## src/rtl/uart_rx_param_driver.sv

```systemverilog
// Parametrised UART receiver: synchroniser, glitch-filtered start, 3-sample majority, framing/parity/break.
// Optional parity bit enabled by defining UART_RX_PARITY_EN.
module uart_rx_param_driver #(
    parameter int CYCLES_PER_BIT = 10,
    parameter int DATA_BITS      = 8,
    parameter int STOP_BITS      = 1,
    parameter int PARITY_ODD     = 0
) (
    input  logic                 clk,
    input  logic                 rst_n,
    input  logic                 rxd,
    output logic [DATA_BITS-1:0] out,
    output logic                 outclk,
    output logic                 frame_err,
    output logic                 parity_err,
    output logic                 brk,
    output logic                 busy
);
    localparam int HALF = CYCLES_PER_BIT / 2;
    localparam int CW   = $clog2(CYCLES_PER_BIT);
    localparam int LW   = $clog2(HALF + 1);
    localparam int BW   = $clog2(DATA_BITS + 1);

    typedef enum logic [2:0] {IDLE, DATA, PARITY, STOP, DONE} state_e;

    state_e               state_q, state_d;
    logic [1:0]           sync_q, sync_d;
    logic [1:0]           hist_q, hist_d;
    logic                 armed_q, armed_d;
    logic [LW-1:0]        low_q, low_d;
    logic [CW-1:0]        cyc_q, cyc_d;
    logic [BW-1:0]        bit_q, bit_d;
    logic [DATA_BITS-1:0] data_q, data_d;
    logic                 par_q, par_d;
    logic                 ferr_q, ferr_d;
    logic                 stop0_q, stop0_d;
    logic [DATA_BITS-1:0] out_q, out_d;
    logic                 outclk_q, outclk_d;
    logic                 fe_q, fe_d;
    logic                 pe_q, pe_d;
    logic                 brk_q, brk_d;

    logic       rxd_s;
    logic [2:0] win;
    logic       maj;
    logic       sample;

    assign rxd_s  = sync_q[1];
    // Vote window is the live synchronised bit plus the two before it.
    assign win    = {hist_q, rxd_s};
    assign maj    = (win[0] & win[1]) | (win[0] & win[2]) | (win[1] & win[2]);
    assign sample = (cyc_q == CW'(CYCLES_PER_BIT - 1));

`ifndef UART_RX_PARITY_EN
    logic unused_parity_odd;
    assign unused_parity_odd = PARITY_ODD[0];
`endif

    always_comb begin
        state_d  = state_q;
        sync_d   = {sync_q[0], rxd};
        hist_d   = {hist_q[0], rxd_s};
        armed_d  = armed_q | rxd_s;
        low_d    = low_q;
        cyc_d    = cyc_q;
        bit_d    = bit_q;
        data_d   = data_q;
        par_d    = par_q;
        ferr_d   = ferr_q;
        stop0_d  = stop0_q;
        out_d    = out_q;
        outclk_d = 1'b0;
        fe_d     = fe_q;
        pe_d     = pe_q;
        brk_d    = 1'b0;

        if (state_q != IDLE) cyc_d = sample ? '0 : cyc_q + 1'b1;

        unique case (state_q)
            IDLE: begin
                if (rxd_s)                 low_d = '0;
                else if (low_q != LW'(HALF)) low_d = low_q + 1'b1;
                if (!rxd_s && armed_q && low_q == LW'(HALF - 1)) begin
                    state_d = DATA;
                    cyc_d   = '0;
                    bit_d   = '0;
                    low_d   = '0;
                    ferr_d  = 1'b0;
                    stop0_d = 1'b1;
                    par_d   = 1'b0;
                end
            end
            DATA: if (sample) begin
                data_d = {maj, data_q[DATA_BITS-1:1]};
                bit_d  = bit_q + 1'b1;
                if (bit_q == BW'(DATA_BITS - 1)) begin
                    bit_d = '0;
`ifdef UART_RX_PARITY_EN
                    state_d = PARITY;
`else
                    state_d = STOP;
`endif
                end
            end
            PARITY: if (sample) begin
                par_d   = maj;
                state_d = STOP;
            end
            STOP: if (sample) begin
                if (!maj) ferr_d  = 1'b1;
                else      stop0_d = 1'b0;
                bit_d = bit_q + 1'b1;
                if (bit_q == BW'(STOP_BITS - 1)) begin
                    bit_d   = '0;
                    state_d = DONE;
                end
            end
            DONE: begin
                // A break needs the whole frame low, including parity and every stop sample.
                state_d = IDLE;
                cyc_d   = '0;
                if (data_q == '0 && !par_q && stop0_q) begin
                    brk_d   = 1'b1;
                    armed_d = 1'b0;
                end else begin
                    out_d    = data_q;
                    outclk_d = 1'b1;
                    fe_d     = ferr_q;
`ifdef UART_RX_PARITY_EN
                    pe_d     = ((^data_q) ^ par_q) != PARITY_ODD[0];
`endif
                end
            end
            default: state_d = IDLE;
        endcase
    end

    always_ff @(posedge clk or negedge rst_n) begin
        if (!rst_n) begin
            state_q  <= IDLE;
            sync_q   <= 2'b11;
            hist_q   <= 2'b11;
            armed_q  <= 1'b0;
            low_q    <= '0;
            cyc_q    <= '0;
            bit_q    <= '0;
            data_q   <= '0;
            par_q    <= 1'b0;
            ferr_q   <= 1'b0;
            stop0_q  <= 1'b0;
            out_q    <= '0;
            outclk_q <= 1'b0;
            fe_q     <= 1'b0;
            pe_q     <= 1'b0;
            brk_q    <= 1'b0;
        end else begin
            state_q  <= state_d;
            sync_q   <= sync_d;
            hist_q   <= hist_d;
            armed_q  <= armed_d;
            low_q    <= low_d;
            cyc_q    <= cyc_d;
            bit_q    <= bit_d;
            data_q   <= data_d;
            par_q    <= par_d;
            ferr_q   <= ferr_d;
            stop0_q  <= stop0_d;
            out_q    <= out_d;
            outclk_q <= outclk_d;
            fe_q     <= fe_d;
            pe_q     <= pe_d;
            brk_q    <= brk_d;
        end
    end

    assign out        = out_q;
    assign outclk     = outclk_q;
    assign frame_err  = fe_q;
    assign parity_err = pe_q;
    assign brk        = brk_q;
    assign busy       = (state_q != IDLE);
endmodule
```

## config.mk

```make
export PLATFORM = sky130hd
export DESIGN_NAME = uart_rx_param_driver
export DESIGN_NICKNAME = d
export VERILOG_FILES = /design/src/rtl/uart_rx_param_driver.sv
export SDC_FILE = /design/constraint.sdc
export NUM_CORES = 1
export LEC_CHECK = 0
export CORE_ASPECT_RATIO = 0.9
export CORE_MARGIN = 2
export CORE_UTILIZATION = 40
export CTS_BUF_LIST = sky130_fd_sc_hd__clkbuf_8
export CTS_CLUSTER_DIAMETER = 40
export DETAILED_ROUTE_END_ITERATION = 8
export PLACE_DENSITY = 0.57
export SLEW_MARGIN = 10
export SYNTH_ARGS = -nofsm -noshare
export SYNTH_HDL_FRONTEND = slang
export SYNTH_SLANG_ARGS = --single-unit
```

## constraint.sdc

```tcl
create_clock -name clk -period 4.3 [get_ports clk]
set_input_delay 1.29 -clock clk [delete_from_list [all_inputs] [get_ports clk]]
set_output_delay 1.29 -clock clk [all_outputs]
set_load 0.01 [all_outputs]
```

## After elaboration in Yosys (flattened, before gate mapping)

Cells that the tools add are included.

| word-level totals | value |
|---|---|
| register bits | 41 |
| bits of input ports | 3 |
| output and inout bits | 13 |
| logic and storage cells | 99 |

| operators by class | value |
|---|---|
| add/sub/neg operators | 3 |
| eq/ne operators | 16 |
| mux-type cells | 36 |
| bitwise gates (word level) | 7 |
| reduce and logical (&&, ||, !) cells | 22 |

Operators with widths:

| kind | count |
|---|---|
| $mux 4 | 8 |
| $mux 3 | 9 |
| $ne 2x2->1 const B | 8 |
| $mux 1 | 13 |
| $pmux 3 s4 | 1 |
| $pmux 4 s3 | 1 |
| $reduce_and 4->1 | 3 |
| $reduce_bool 3->1 | 3 |
| $add 4x1->4 const B | 2 |
| $logic_not 8->1 | 1 |
| $pmux 4 s2 | 1 |
| $eq 3x2->1 const B | 2 |
| $eq 3x3->1 const B | 2 |
| $pmux 1 s2 | 3 |
| $reduce_and 2->1 | 3 |
| $reduce_and 6->1 | 1 |
| $eq 4x3->1 const B | 1 |
| $eq 4x4->1 const B | 1 |
| $logic_and 1x1->1 | 4 |
| $logic_not 4->1 | 1 |
| $reduce_bool 2->1 | 2 |
| $add 3x1->3 const B | 1 |
| $and 1x1->1 | 3 |
| $eq 3x1->1 const B | 1 |
| other kinds (6) | 9 |

## Longest topological paths before layout

Gate-level depths: netlist of the first run.

| depth | value |
|---|---|
| depth in word-level cells | 6 |
| gate-level depth with buffers | 7 |
| mapped depth without buffers | 6 |

## Worst setup path before layout of the first run

Ideal clock, no wire load.

| timing | value |
|---|---|
| kind | register -> output |
| from | register state_q[0] |
| to | output port busy |
| arrival | 906 ps |
| required time | 3,010 ps |
| slack | 2,104 ps |
| stages on the path, launching flop included | 4 |
| path buffers | 1 |
| cells stage by stage | dfrtp_1 > buf_6 > nor3_4 > inv_1 |

| between the ends | value |
|---|---|
| word-level cells in the longest chain between the ends | 1 |

RTL lines:

| element | RTL line | source |
|---|---|---|
| from (decl) | 26 | `state_e state_q, state_d;` |
| from (signal assigned) | 157 | `state_q <= state_d;` |
| $reduce_bool 3->1 | 181 | `assign busy = (state_q != IDLE);` |
| to (decl) | 17 | `output logic busy` |

No other way between the ends.

## Final worst setup path of the first run

| timing | value |
|---|---|
| from | register state_q[1] |
| to | output port busy |

Same word-level chain as after synthesis.

==> impl_metrics.yaml, run 1 <==
yosys:
  synthSimpleGateAreaFrac_pct: 16.25
  ys_top_cells_by_area: "dfrtp_1 (49%), mux2_2 (9.0%), dfstp_2 (5.6%), o21ai_0 (4.0%), ha_1 (3.3%)"
  ys_ff_latch: 41
  syn_area_sq_um: 1887
  synthCells: 163
  synthFlopType: "dfrtp_1"
  synth_top_family_by_area: "simple AND/OR/NAND/NOR gates"
  synth_area_per_cell_sq_um: 11.58
  synth_fp_nets: 171
  synthAdderAreaFrac_pct: 3.846
  ys_types: 38
  synth_top_area_share_pct: 49.07
  synth_compound_area_share_pct: 11.67
  synth_xor_area_share_pct: 0
  yosys_warnings: 0
  synth.mux.area_fraction_pct: 8.952
  synth-edff-count: 0
  synth-seq-area-share_pct: 54.64
  async_flop_share_pct: 100.0
  yosysTopAreaCell: "dfrtp_1"
cts:
  clock_tree.buffer_depth: 2
  clkTransAtPathRegs_ps: 80
  clk_latency_ps: 280
  cts.htree.levels: 2
  cts_hold_buf: 0
  cts_tree: "built"
  cts-root-buf: "clkbuf_8"
  cts_resized: 0
  post_cts_buffers: 0
  clkSinkCount: 41
  numCtsBuffers: 5
placed_design:
  dpl.hpwl_mm: 2.371
  finalWeightedCongestion: 0.7437
  numPortBuffers: 14
  placed_cells: 234
  post-place-ws_ps: 1456
worst_setup_path:
  max_stage_delay_ps: 550
  reg2reg_slack_ps: 2580
  worstPathBufferInverterCount: 2
  crit_slowest_cell: "dfrtp_1"
  crit_path_start_kind: "register"
  critPathArrivalTime_ps: 1850
  path_cells: "nor3_4 > inv_1 > clkdlybuf4s50_1"
  crit_family: "buffers and inverters"
  required_ps: 3010
  cp_max_fo: 12
  worst-setup-path-type: "register to output port"
  crit_path_end_kind: "output port"
routing:
  drc: 0
  wire_per_inst_microns: 13.87
  drt_wl_total_mm: 3.356
  drt_iter0_drc: 54
  dr.pass1.iters: 4
  drtAntennaViolNets: 0
  vias: 1264
  drt-vias-per-instance: 5.223
finish:
  layout_common_cells: "dfrtp_1 (37), o21ai_0 (15), nand2_1 (15), mux2_2 (15), clkdlybuf4s50_1 (13)"
  fin_nets: 187
  final_common_cell: "dfrtp_1"
  fillers: 432
  drive_gt1_share_pct: 18.89
  instances_no_fill: 242
  diodes: 0
  finish.utilization_pct: 48.22
  area_delta_synth_final_pct: 14.72
timing:
  slew_headroom_pct: 40.37
  timing.fmax_mhz: 318.0
  worst_pin_slew_ps: 894.5
  final_max_slew_viol_count: 0
  tns_ps: 0
  rsz0062_at_grt: "false"
  clock_skew_ps: 4.325
  setup_viol: 0
  min_period_ps: 3145
  hold_viol_final: 0
  layout_setup_ws_ps: 1155
  post-route-period-util_pct: 73.14
die:
  die_width_microns: 76.40
  fp.dieH_microns: 69.16
  dieArea_sq_um: 5283
  io_pins: 16
  num_rows: 23
  start_util_pct: 42.03
  core_sq_um: 4489
power:
  p_int_mw: 0.7384
  leakage_nw: 0.9437
  swShare_pct: 34.30
  power.density_nw_per_um2: 519.2
  p_comb_share_pct: 25.6
  seqPwrFrac_pct: 47.6
  clkPwrFrac_pct: 26.9
  power.switching_mw: 0.3855
  vdd_ir_drop_max_uv: 249.5
  power_mw: 1.124
grt:
  grt_pass1_wl_mm: 6.134
  grt_antenna_before_repair: 0
  grt_use_met2_pct: 22.91
  busiest_layer: "met2"
  track_usage_pct: 14.47
  met3_usage_pct: 3.534
  grt_util_met1_pct: 20.10
  grt_pass1_vias: 1283
  grt_max_degree: 42
  grt.overflow.total: 0
flow_run:
  cap_violations: 0
hold_path:
  holdCritPathClass: "register to register"
status:
  outcome: "finished, final reports clean"
## power by group through the flow
stage	Clock (mW)	Sequential (mW)	Combinational, mW
floorplan	0	0.502	0.260
global placement	0	0.535	0.273
detailed placement	0	0.542	0.291
CTS	0.315	0.534	0.292
global route	0.330	0.550	0.339
finish	0.302	0.535	0.287
## cell type report
cell class / count / area (sq um) / share of cell area (%)
clock buffers: 5 / 68.82 / 3.179
repair buffers: 14 / 135.1 / 6.243
multi-input cells: 107 / 772.0 / 35.66
flip-flops and latches: 41 / 1031 / 47.63
well taps: 62 / 77.57 / 3.584
inverters: 10 / 37.54 / 1.734
clock inverters: 3 / 42.54 / 1.965
## path summary, 6_finish.rpt
| check | startpoint | endpoint | cells past startpoint |
|---|---|---|---|
| min reg2reg | sync_q[0]$_DFF_PN1_ | sync_q[1]$_DFF_PN1_ | 0 |
| min in group asynchronous | rst_n | armed_q$_DFF_PN0_ | 1 |
| max | state_q[1]$_DFFE_PN0P_ | busy | 3 |
| min | sync_q[0]$_DFF_PN1_ | sync_q[1]$_DFF_PN1_ | 0 |
| max reg2reg | cyc_q[2]$_DFF_PN0_ | data_q[5]$_DFFE_PN0P_ | 3 |
| max in group asynchronous | rst_n | low_q[1]$_DFFE_PN0P_ | 1 |
## cells in the mapped netlist, types with 2 or more instances
| master | n |
|---|---|
| a21oi_1 | 8 |
| a22oi_1 | 2 |
| a32o_1 | 3 |
| buf_6 | 3 |
| dfrtp_1 | 37 |
| dfstp_2 | 4 |
| ha_1 | 5 |
| inv_1 | 10 |
| mux2_2 | 15 |
| nand2_1 | 15 |
| nand2b_1 | 3 |
| nand3_1 | 3 |
| nor2_1 | 11 |
| nor3_4 | 2 |
| nor3b_1 | 2 |
| nor4_1 | 3 |
| o21ai_0 | 15 |
| o31ai_1 | 2 |
## cell families after synthesis
logic type	Yosys count
compound gates	35
other cells	1
fa+ha+maj	6
mux	15
buf+inv	15
flops	41
simple gates	50
## layer usage
| layer | wire length, microns | vias up | part of all wire (%) |
|---|---|---|---|
| met2 | 1588 | 15 | 47 |
| met4 | 8 | 0 | 0.24 |
| li1 | - | 614 | - |
| met5 | 0 | - | 0 |
| met1 | 1635 | 633 | 49 |
| met3 | 123 | 2 | 3.7 |
## state kept, by name, indices dropped and copies added, names as in the netlist, 2 cells and up
| signal | flops |
|---|---|
| bit_q | 4 |
| cyc_q | 4 |
| data_q | 8 |
| hist_q | 2 |
| low_q | 3 |
| out | 8 |
| state_q | 3 |
| sync_q | 2 |
## per-stage QoR
stage / instance area (sq um) / hold slack, ps
global placement: 2053 / 347.1
detailed placement: 2053 / 348.2
global route: 2165 / 362.0
CTS: 2165 / 360.3
floorplan: 1887 / 345.2
finish: 2165 / 359.8
## worst register-to-register path: stages, from the launching register on
cell       delay [ps]
dfrtp_1           440
nand4bb_2         320
nor3_4            450
mux2_2            390
Note: power is estimated with default switching activity, not from simulation.
==> run 2: changes to the inputs <==
==> constraint.sdc (replaced) <==
create_clock -name clk -period 3 [get_ports clk]
set_input_delay 0.9 -clock clk [delete_from_list [all_inputs] [get_ports clk]]
set_output_delay 0.9 -clock clk [all_outputs]
set_load 0.01 [all_outputs]
==> run 2 against run 1 <==
Global-route usage grew 0.60 points. Sequential cell count is the same. Core utilization is the same. Non-clock buffer count grew 1. First-iteration DRC count grew 50%. Count of clock-buffer cells in the layout is the same. Clock skew grew 6.3 ps. Total power grew 44%.
==> impl_metrics.yaml, run 2 (same netlist as run 1, synthesis figures left out) <==
timing:
  clock_skew_ps: 10.60
  min_period_ps: 2560
  slew_headroom_pct: 38.86
  hold_viol_final: 0
  worst_pin_slew_ps: 917.1
  final_max_slew_viol_count: 0
  setup_viol: 0
  rsz0062_at_grt: "false"
  tns_ps: 0
  timing.fmax_mhz: 390.6
  post-route-period-util_pct: 85.35
worst_setup_path:
  cp_max_fo: 12
  required_ps: 2100
  max_stage_delay_ps: 560
  critical_path_depth: 3
  reg2reg_slack_ps: 1260
  reg2reg_depth: 3
  worstPathBufferInverterCount: 2
  crit_path_end_kind: "output port"
  r2r-start: "cyc_q[1]$_DFF_PN0_"
  path_cells: "nor3_4 > inv_1 > clkdlybuf4s50_1"
  crit_slowest_cell: "dfrtp_1"
  crit_path_start_kind: "register"
  crit_family: "flip-flops"
  reg2reg_to: "data_q[5]$_DFFE_PN0P_"
  critPathArrivalTime_ps: 1660
  worst-setup-path-type: "register to output port"
cts:
  numCtsBuffers: 5
  cts_resized: 0
  clkSinkCount: 41
  clock_tree.buffer_depth: 2
  cts-root-buf: "clkbuf_8"
  post_cts_buffers: 0
  cts.htree.levels: 2
  cts_hold_buf: 0
  clk_latency_ps: 300
  cts_tree: "built"
  clkTransAtPathRegs_ps: 80
grt:
  grt.overflow.total: 0
  grt_pass1_wl_mm: 6.299
  grt_antenna_before_repair: 0
  track_usage_pct: 15.07
  grt_pass1_vias: 1326
  grt_max_degree: 42
finish:
  drive_gt1_share_pct: 19.44
  final_common_cell: "dfrtp_1"
  finish.utilization_pct: 48.22
  diodes: 0
  fin_nets: 188
  fillers: 406
  area_delta_synth_final_pct: 14.72
  layout_common_cells: "dfrtp_1 (37), o21ai_0 (15), nand2_1 (15), mux2_2 (15), clkdlybuf4s50_1 (13)"
die:
  start_util_pct: 42.03
  io_pins: 16
  fp.dieH_microns: 69.16
  dieArea_sq_um: 5283
  num_rows: 23
  die_width_microns: 76.40
  core_sq_um: 4489
routing:
  met2WireLength_mm: 1.633
  drc: 0
  drt_iter0_drc: 81
  dr.pass1.iters: 4
  drtAntennaViolNets: 0
  drt_wl_total_mm: 3.576
  wire_per_inst_microns: 14.78
  wl_met3_microns: 108
  maxUsedRoutingLayer: "met4"
  drt-vias-per-instance: 5.194
  wl_met1_mm: 1.776
  vias: 1257
placed_design:
  finalWeightedCongestion: 0.7532
  numPortBuffers: 14
  dpl.hpwl_mm: 2.503
hold_path:
  holdCritPathClass: "register to register"
  hold_start: "sync_q[0]$_DFF_PN1_"
  holdPathStages: 0
  holdPathEnd: "sync_q[1]$_DFF_PN1_"
power:
  power.density_nw_per_um2: 748.6
  leakage_nw: 0.9432
  vdd_ir_drop_max_uv: 310.0
status:
  outcome: "finished, final reports clean"
flow_run:
  cap_violations: 0
## run 2: cell count changes in the layout (fill, tap and decap cells not counted), sizes merged
cell / before / now
buf: 1 / 2
inv: 11 / 10
## run 2: worst max path at each step
stage | from | end | slack, ps
detailed placement | state_q[1]$_DFFE_PN0P_ | busy | 770
floorplan | state_q[0]$_DFFE_PN0P_ | busy | 1190
finish | state_q[1]$_DFFE_PN0P_ | busy | 440
global placement | state_q[1]$_DFFE_PN0P_ | busy | 790
global route | state_q[1]$_DFFE_PN0P_ | busy | 340
CTS | state_q[1]$_DFFE_PN0P_ | busy | 430
## run 2: final cells by class
class	instances	area, sq um	area share, %
timing repair buffer	15	142.6	6.590
clock buffer	5	68.82	3.179
clock inverter	2	35.03	1.618
multi-input combinational	107	772.0	35.66
inverter	10	37.54	1.734
tap	62	77.57	3.584
sequential	41	1031	47.63
## run 2: per-stage QoR
stage / instance area [sq um] / power [mW] / hold WS (ps) / worst slack (ps) / cells
6_report: 2165 / 1.620 / 357.5 / 439.6 / 242
5_1_grt: 2165 / 1.740 / 365.7 / 344.3 / 242
4_1_cts: 2165 / 1.634 / 358.4 / 429.1 / 242
3_5_place_dp: 2061 / 1.202 / 348.2 / 765.1 / 235
3_3_place_gp: 2061 / 1.169 / 347.0 / 787.4 / 235
2_1_floorplan: 1887 / 1.091 / 345.2 / 1194 / 163
## run 2: metal layers
metal	GRT usage (%)	up-vias
met1	20.02	628
met3	4.450	6
met5	0	-
met2	23.60	16
met4	5.253	0
li1	-	607
## run 2: power by group
| group | switching (mW) | internal [mW] |
|---|---|---|
| clock network | 0.188 | 0.242 |
| registers | 0.133 | 0.637 |
| logic | 0.237 | 0.183 |
| total | 0.558 | 1.06 |
## run 2: worst register-to-register path, cell delays in order (launching register included)
cell and delay [ps]:
dfrtp_1 460, nand4bb_2 320, nor3_4 460, mux2_2 390
==> run 3: changes to the inputs <==
==> constraint.sdc (replaced) <==
create_clock -name clk -period 3.2 [get_ports clk]
set_input_delay 0.96 -clock clk [delete_from_list [all_inputs] [get_ports clk]]
set_output_delay 0.96 -clock clk [all_outputs]
set_load 0.01 [all_outputs]
==> run 3 against run 2 <==
Total power fell by 6.6%. Clock skew down 6.6 ps. Cell count unchanged. Core utilization stayed put. Combinational power down 7.6%. Register-to-register slack improved by 210 ps. Sequential share of layout area unchanged.
==> impl_metrics.yaml, run 3 (same netlist as run 1, synthesis figures left out) <==
grt:
  grt_pass1_wl_mm: 6.051
  grt.overflow.total: 0
  grt_max_degree: 42
  grt_pass1_vias: 1261
  track_usage_pct: 14.30
  grt_antenna_before_repair: 0
power:
  leakage_nw: 0.9437
  power.density_nw_per_um2: 699.0
  power_mw: 1.513
  vdd_ir_drop_max_uv: 334.8
routing:
  vias: 1267
  drtAntennaViolNets: 0
  drt-vias-per-instance: 5.236
  dr.pass1.iters: 4
  drt_wl_total_mm: 3.351
  wire_per_inst_microns: 13.85
  drc: 0
  drt_iter0_drc: 58
worst_setup_path:
  required_ps: 2240
  crit_path_start_kind: "register"
  reg2reg_to: "out[0]$_DFFE_PN0P_"
  critPathArrivalTime_ps: 1860
  cp_max_fo: 12
  reg2reg_slack_ps: 1470
  worst-setup-path-type: "register to output port"
  reg2reg_depth: 4
  r2r-start: "data_q[5]$_DFFE_PN0P_"
  crit_path_end_kind: "output port"
finish:
  fillers: 437
  layout_common_cells: "dfrtp_1 (37), o21ai_0 (15), nand2_1 (15), mux2_2 (15), clkdlybuf4s50_1 (13)"
  drive_gt1_share_pct: 18.89
  area_delta_synth_final_pct: 14.72
  fin_nets: 187
  final_common_cell: "dfrtp_1"
  diodes: 0
placed_design:
  numPortBuffers: 14
  dpl.hpwl_mm: 2.368
  finalWeightedCongestion: 0.7437
die:
  io_pins: 16
  num_rows: 23
  die_width_microns: 76.40
  core_sq_um: 4489
  fp.dieH_microns: 69.16
  start_util_pct: 42.03
  dieArea_sq_um: 5283
timing:
  tns_ps: 0
  hold_viol_final: 0
  setup_viol: 0
  post-route-period-util_pct: 88.14
  final_max_slew_viol_count: 0
  worst_pin_slew_ps: 894.3
  min_period_ps: 2820
  slew_headroom_pct: 40.38
  rsz0062_at_grt: "false"
  timing.fmax_mhz: 354.6
  clock_skew_ps: 3.976
flow_run:
  cap_violations: 0
status:
  outcome: "finished, final reports clean"
cts:
  cts-root-buf: "clkbuf_8"
  cts.htree.levels: 2
  cts_tree: "built"
  cts_hold_buf: 0
  numCtsBuffers: 5
  post_cts_buffers: 0
  cts_resized: 0
  clock_tree.buffer_depth: 2
  clk_latency_ps: 290
  clkTransAtPathRegs_ps: 80
  clkSinkCount: 41
hold_path:
  holdPathEnd: "sync_q[1]$_DFF_PN1_"
  hold_start: "sync_q[0]$_DFF_PN1_"
  holdPathStages: 0
  holdCritPathClass: "register to register"
-- run 3: cell types whose count changed in the layout (fill, tap and decap cells not counted) --
| cell | previous run | this run |
|---|---|---|
| buf_4 | 1 | 0 |
| clkinv_2 | 1 | 0 |
| clkinv_4 | 0 | 1 |
| inv_1 | 10 | 11 |
-- run 3: through the flow --
step	hold WS (ps)	std cells	setup slack [ps]	instance area [sq um]	utilization [%]
after floorplan	345.2	163	1334	1887	-
after global placement	347.0	234	733.2	2053	45.74
after detailed placement	348.2	234	690.8	2053	45.74
after CTS	360.3	242	362.3	2165	48.22
after global routing	362.0	242	246.9	2165	48.22
final	359.9	242	379.5	2165	48.22
-- run 3: critical path, stage by stage, from the launching register on --
cell	delay [ps]
dfrtp_1	550
nor3_4	440
inv_1	100
clkdlybuf4s50_1	490
-- run 3: worst max path at each step --
stage / from / end / slack, ps / cells after the start
after detailed placement: state_q[1]$_DFFE_PN0P_ / busy / 690 / 3
after floorplan: state_q[0]$_DFFE_PN0P_ / busy / 1330 / 3
after CTS: state_q[1]$_DFFE_PN0P_ / busy / 360 / 3
after global routing: state_q[1]$_DFFE_PN0P_ / busy / 250 / 3
after global placement: state_q[1]$_DFFE_PN0P_ / busy / 730 / 3
final: state_q[1]$_DFFE_PN0P_ / busy / 380 / 3
-- run 3: routing by layer --
metal | wire, microns | GRT usage [%]
met1 | 1663 | 19.57
met3 | 114 | 3.534
met2 | 1565 | 22.91
met5 | 0 | 0
met4 | 8 | 3.636
-- run 3: layout make-up --
class	count	area (sq um)	area share (%)
flip-flops and latches	41	1031	47.63
clock buffers	5	68.82	3.179
inverters	10	37.54	1.734
repair buffers	14	135.1	6.243
clock inverters	3	42.54	1.965
multi-input cells	107	772.0	35.66
well taps	62	77.57	3.584
-- run 3: power by group --
group          total [mW]  switching [mW]  internal (mW)
registers           0.719           0.121          0.597
clock network       0.406           0.175          0.231
logic               0.389           0.224          0.164
total                1.51           0.521          0.992
